==> src/rtl/fib_pkg.sv <==
// rtl/fib_pkg.sv - shared types and default sizes for the Fibonacci stream generator
package fib_pkg;

  localparam int FIB_DATA_W_DEF = 32;
  localparam int FIB_CNT_W_DEF  = 6;

  typedef enum logic [1:0] {
    IDLE = 2'd0,
    RUN  = 2'd1,
    DONE = 2'd2
  } fib_state_e;

endpackage

==> src/rtl/fib_datapath.sv <==
// rtl/fib_datapath.sv - term registers, carry-out adder and term index counter
// a_q is the presented term F(idx_q), b_q is F(idx_q+1); carry_q flags that b_q overflowed.
module fib_datapath
  import fib_pkg::*;
#(
  parameter int DATA_W = FIB_DATA_W_DEF,
  parameter int CNT_W  = FIB_CNT_W_DEF
) (
  input  logic              clk,
  input  logic              reset,
  input  logic              load_i,
  input  logic              adv_i,
  output logic [DATA_W-1:0] term_o,
  output logic [CNT_W-1:0]  idx_o,
  output logic              next_carry_o
);

  logic [DATA_W-1:0] a_q, a_d;
  logic [DATA_W-1:0] b_q, b_d;
  logic [CNT_W-1:0]  idx_q, idx_d;
  logic              carry_q, carry_d;
  logic [DATA_W:0]   sum;

  assign sum = {1'b0, a_q} + {1'b0, b_q};

  always_comb begin
    a_d     = a_q;
    b_d     = b_q;
    idx_d   = idx_q;
    carry_d = carry_q;
    if (load_i) begin
      a_d     = '0;
      b_d     = DATA_W'(1);
      idx_d   = '0;
      carry_d = 1'b0;
    end else if (adv_i) begin
      a_d     = b_q;
      b_d     = sum[DATA_W-1:0];
      idx_d   = idx_q + CNT_W'(1);
      carry_d = sum[DATA_W];
    end
  end

  always_ff @(posedge clk or negedge reset) begin
    if (!reset) begin
      a_q     <= '0;
      b_q     <= '0;
      idx_q   <= '0;
      carry_q <= 1'b0;
    end else begin
      a_q     <= a_d;
      b_q     <= b_d;
      idx_q   <= idx_d;
      carry_q <= carry_d;
    end
  end

  assign term_o       = a_q;
  assign idx_o        = idx_q;
  assign next_carry_o = carry_q;

endmodule

==> src/rtl/fib_stream_gen.sv <==
// rtl/fib_stream_gen.sv - streams F(0)..F(n) with valid/ready handshake
// FIB_OVF_DETECT_EN: stop before the first term that does not fit DATA_W and raise sticky ovf.
module fib_stream_gen
  import fib_pkg::*;
#(
  parameter int DATA_W = FIB_DATA_W_DEF,
  parameter int CNT_W  = FIB_CNT_W_DEF
) (
  input  logic              clk,
  input  logic              reset,
  input  logic              go,
  input  logic [CNT_W-1:0]  n,
  input  logic              abort,
  output logic              out_valid,
  input  logic              out_ready,
  output logic [DATA_W-1:0] out_data,
  output logic [CNT_W-1:0]  out_idx,
  output logic              busy,
  output logic              done,
  output logic              ovf
);

  fib_state_e       state_q, state_d;
  logic [CNT_W-1:0] n_q, n_d;
  logic             load;
  logic             adv;
  logic             xfer;
  logic             last_term;
  logic             next_carry;
  logic             ovf_stop;

  fib_datapath #(
    .DATA_W (DATA_W),
    .CNT_W  (CNT_W)
  ) u_datapath (
    .clk          (clk),
    .reset        (reset),
    .load_i       (load),
    .adv_i        (adv),
    .term_o       (out_data),
    .idx_o        (out_idx),
    .next_carry_o (next_carry)
  );

  assign xfer      = (state_q == RUN) && out_ready;
  assign last_term = (out_idx == n_q);

`ifdef FIB_OVF_DETECT_EN
  logic ovf_q, ovf_d;
  logic set_ovf;

  assign ovf_stop = next_carry;
  assign ovf_d    = load ? 1'b0 : (set_ovf ? 1'b1 : ovf_q);

  always_ff @(posedge clk or negedge reset) begin
    if (!reset) begin
      ovf_q <= 1'b0;
    end else begin
      ovf_q <= ovf_d;
    end
  end

  assign ovf = ovf_q;
`else
  logic unused_carry;

  assign unused_carry = next_carry;
  assign ovf_stop     = 1'b0;
  assign ovf          = 1'b0;
`endif

  assign n_d = load ? n : n_q;

  always_ff @(posedge clk or negedge reset) begin
    if (!reset) begin
      state_q <= IDLE;
      n_q     <= '0;
    end else begin
      state_q <= state_d;
      n_q     <= n_d;
    end
  end

  // abort outranks a transfer in the same cycle
  always_comb begin
    state_d = state_q;
    case (state_q)
      IDLE: if (go) state_d = RUN;
      RUN: begin
        if (abort) begin
          state_d = IDLE;
        end else if (xfer && (last_term || ovf_stop)) begin
          state_d = DONE;
        end
      end
      DONE:    state_d = IDLE;
      default: state_d = IDLE;
    endcase
  end

  always_comb begin
    out_valid = (state_q == RUN);
    busy      = (state_q != IDLE);
    done      = (state_q == DONE) && !abort;
    load      = (state_q == IDLE) && go;
    adv       = xfer && !abort && !last_term && !ovf_stop;
`ifdef FIB_OVF_DETECT_EN
    set_ovf   = xfer && !abort && !last_term && ovf_stop;
`endif
  end

endmodule
==> config.mk <==
export PLATFORM = sky130hd
export DESIGN_NAME = fib_stream_gen
export DESIGN_NICKNAME = d
export VERILOG_FILES = /design/src/rtl/fib_pkg.sv /design/src/rtl/fib_datapath.sv /design/src/rtl/fib_stream_gen.sv
export SDC_FILE = /design/constraint.sdc
export NUM_CORES = 1
export LEC_CHECK = 0
export BUFFER_PORTS_ARGS = -buffer_cell sky130_fd_sc_hd__buf_4
export CAP_MARGIN = 20
export CORE_MARGIN = 5
export CORE_UTILIZATION = 35
export DETAILED_ROUTE_END_ITERATION = 8
export GPL_ROUTABILITY_DRIVEN = 0
export PLACE_DENSITY = 0.52
export SETUP_SLACK_MARGIN = 0.1
export SLEW_MARGIN = 20
export SYNTH_ARGS = -nofsm -noshare
export SYNTH_HDL_FRONTEND = slang
export SYNTH_SLANG_ARGS = --single-unit
==> constraint.sdc <==
create_clock -name clk -period 2.32 [get_ports clk]
set_input_delay 0.348 -clock clk [delete_from_list [all_inputs] [get_ports clk]]
set_output_delay 0.348 -clock clk [all_outputs]
set_load 0.01 [all_outputs]
==> impl_metrics.yaml <==
timing:
  relSlewSlack_pct: 61.2
  setup_viol: 5
  finalHoldViolCount: 5
  fin_ws_ns: -0.0761
  period_share_pct: 103
  clock.fmax_ghz: 0.417
  slew_violations: 0
  fin_worst_skew_ns: 0.00614
  max_slew.worst_pin.slew_ns: 0.581
  whs_ns: -0.00665
  rsz0062_at_grt: "yes"
  period_needed_ns: 2.40
clock_tree:
  cts-buffers-inserted: 9
  root_buffer: "clkbuf_16"
  clk_pin_slew_ns: 0.06
  worst_skew_pair.late_latency_ns: 0.35
  cts.sinks: 78
  htree_levels: 3
  cts_buffer_depth: 2
  cts_tree: "built"
outcome:
  status: "complete, but fails checks"
  violations: "negative hold slack, negative setup slack"
routing:
  wire_per_inst_um: 15.5
  antenna_left: 0
  drt_pass1_iterations: 4
  vias: 4340
  remaining_drc_errors: 0
  initialDrtViolationCount: 181
  vias_per_cell: 5.19
  wl_um: 12900
setup_path:
  crit_fanout: 4
  critPathRequiredTime_ns: 2.57
  crit_type: "reg -> reg"
  end_kind: "register"
  worstSetupStartpointType: "register"
  crit_arrival_ns: 2.65
synthesis:
  syn_area_per_cell_um2: 8.57
  synth_edf_count: 0
  syn_inst: 569
  async_flop_share_pct: 100
  ys_top_cells_by_area: "dfrtp_1, nand2_1, ha_1, o21ai_0, xnor2_1"
  yosysMostFrequentCell: "nand2_1"
  seq_area_frac_synth_pct: 40.0
  yosysTopAreaCell: "dfrtp_1"
  ys_warn_count: 0
  synth_top_area_share_pct: 40.0
  synth_ff_type: "dfrtp_1"
  synth_commonest_cells: "nand2_1, dfrtp_1, o21ai_0, o21ai_1, ha_1"
  ys_ff_latch: 78
  yosysUniqueCellTypes: 56
  synth_nets: 613
  netlist_area_mm2: 0.00488
pwr:
  leakagePower_nw: 2.82
  p_total_mw: 3.48
  power_density_mw_per_mm2: 541
  ir_drop_uv: 354
floorplanning:
  fp.dieH_um: 128
  start_util_pct: 35.4
  dieWidth_um: 128
  rows: 43
  core_area_mm2: 0.0138
  die-area_mm2: 0.0164
  pin_count: 53
global_route:
  grt_pass1_vias: 4266
  grt_overflow: 0
  antenna_found_initial: 0
  grt_pass1_wl_um: 21100
  gr-usage-all-layers_pct: 16.0
  grt_start_max_net_pins: 61
placement:
  dp_hpwl_um: 8940
  placed_cells: 803
  pre_cts_slack_ns: -0.0908
  io_buffers: 51
finish:
  drive_above_1_share_pct: 27.2
  final_nets: 696
  syn_to_final_growth_pct: 31.9
  final_cells: 837
  num_antenna_cells: 0
worst_hold_path:
  hold_path_class: "in -> async"
run:
  maxCapViolCount: 0
worst max-delay path: stages (launching register included):
cell	delay [ns]
dfrtp_1	0.38
ha_2	0.21
fa_2	0.37
a21o_1	0.21
a221oi_4	0.30
a21oi_4	0.14
o211ai_2	0.23
a21oi_2	0.09
o21a_1	0.18
o31ai_1	0.20
cells by family (layout without fill, tap and decap cells):
group	after synthesis	in the layout	synth area share, %
AO/OA/AOI/OAI	167	167	22.0
multiplexers	1	1	0.205
adder cells (fa/ha/maj)	33	33	8.62
flip-flops	78	78	40.0
XOR/XNOR	38	38	6.82
other	1	1	0.0769
AND/OR/NAND/NOR	213	213	19.0
buffers and inverters	38	126	3.28
path summary, 6_finish.rpt:
path                                         from               endpoint  slack (ns)  depth (start not counted)
min in group clk                             n[0]                 n_q[0]        0.19                          3
worst min-delay path                        reset  u_datapath.term_o[29]      -0.007                          1
worst max-delay path            u_datapath.b_q[0]     u_datapath.b_q[20]       -0.08                          9
worst max register to register  u_datapath.b_q[0]     u_datapath.b_q[20]       -0.08                          9
worst min register to register             n_q[5]                 n_q[5]        0.50                          2
max in group asynchronous                   reset     u_datapath.b_q[31]        1.72                          2
metal layers:
layer	track usage, %	share of wire, %
met5	0	0
met2	27.0	51
met1	20.3	45
met4	5.24	1.7
met3	3.38	2.8
power breakdown:
group | switching (mW) | internal [mW] | total (mW)
clock network | 0.577 | 0.858 | 1.44
registers | 0.0529 | 1.43 | 1.48
logic | 0.336 | 0.229 | 0.565
total | 0.966 | 2.51 | 3.48
stage by stage:
stage	util (%)	TNS (ns)	area [µm²]
2_1_floorplan	-	0	4880
3_3_place_gp	41.0	-0.0209	5650
3_5_place_dp	41.0	-0.204	5650
4_1_cts	44.7	-0.136	6160
5_1_grt	46.7	-1.34	6430
6_report	46.7	-0.181	6430
sequential cells by signal, summed over array words and instances (netlist names):
name               count
n_q                    6
state_q                2
u_datapath.b_q        32
u_datapath.idx_o       6
u_datapath.term_o     32
layout make-up:
cell class / instances / area (µm²)
fill: 1396 / 7340
multi-input combinational: 453 / 3120
sequential: 78 / 1950
timing repair buffer: 105 / 821
clock buffer: 10 / 239
tap: 180 / 225
clock inverter: 6 / 61.3
inverter: 5 / 18.8
layout by cell type (no fill, tap or decap), types with 10 or more instances in the layout:
master	count
a21o_1	12
a21oi_1	19
a21oi_2	10
buf_4	101
dfrtp_1	78
ha_1	17
ha_4	11
nand2_1	123
nand3_1	27
nand4_1	11
nor2_1	22
o21ai_0	40
o21ai_1	35
xnor2_1	23
xor2_1	15
repair_timing:
item                       CTS  global route
hold buffers                 0             0
buffers inserted             7            11
gates cloned                 0             0
resized for setup           30            29
pin swaps                   10            30
setup endpoints to repair   17            20
Power figures use the tool's default switching activity.
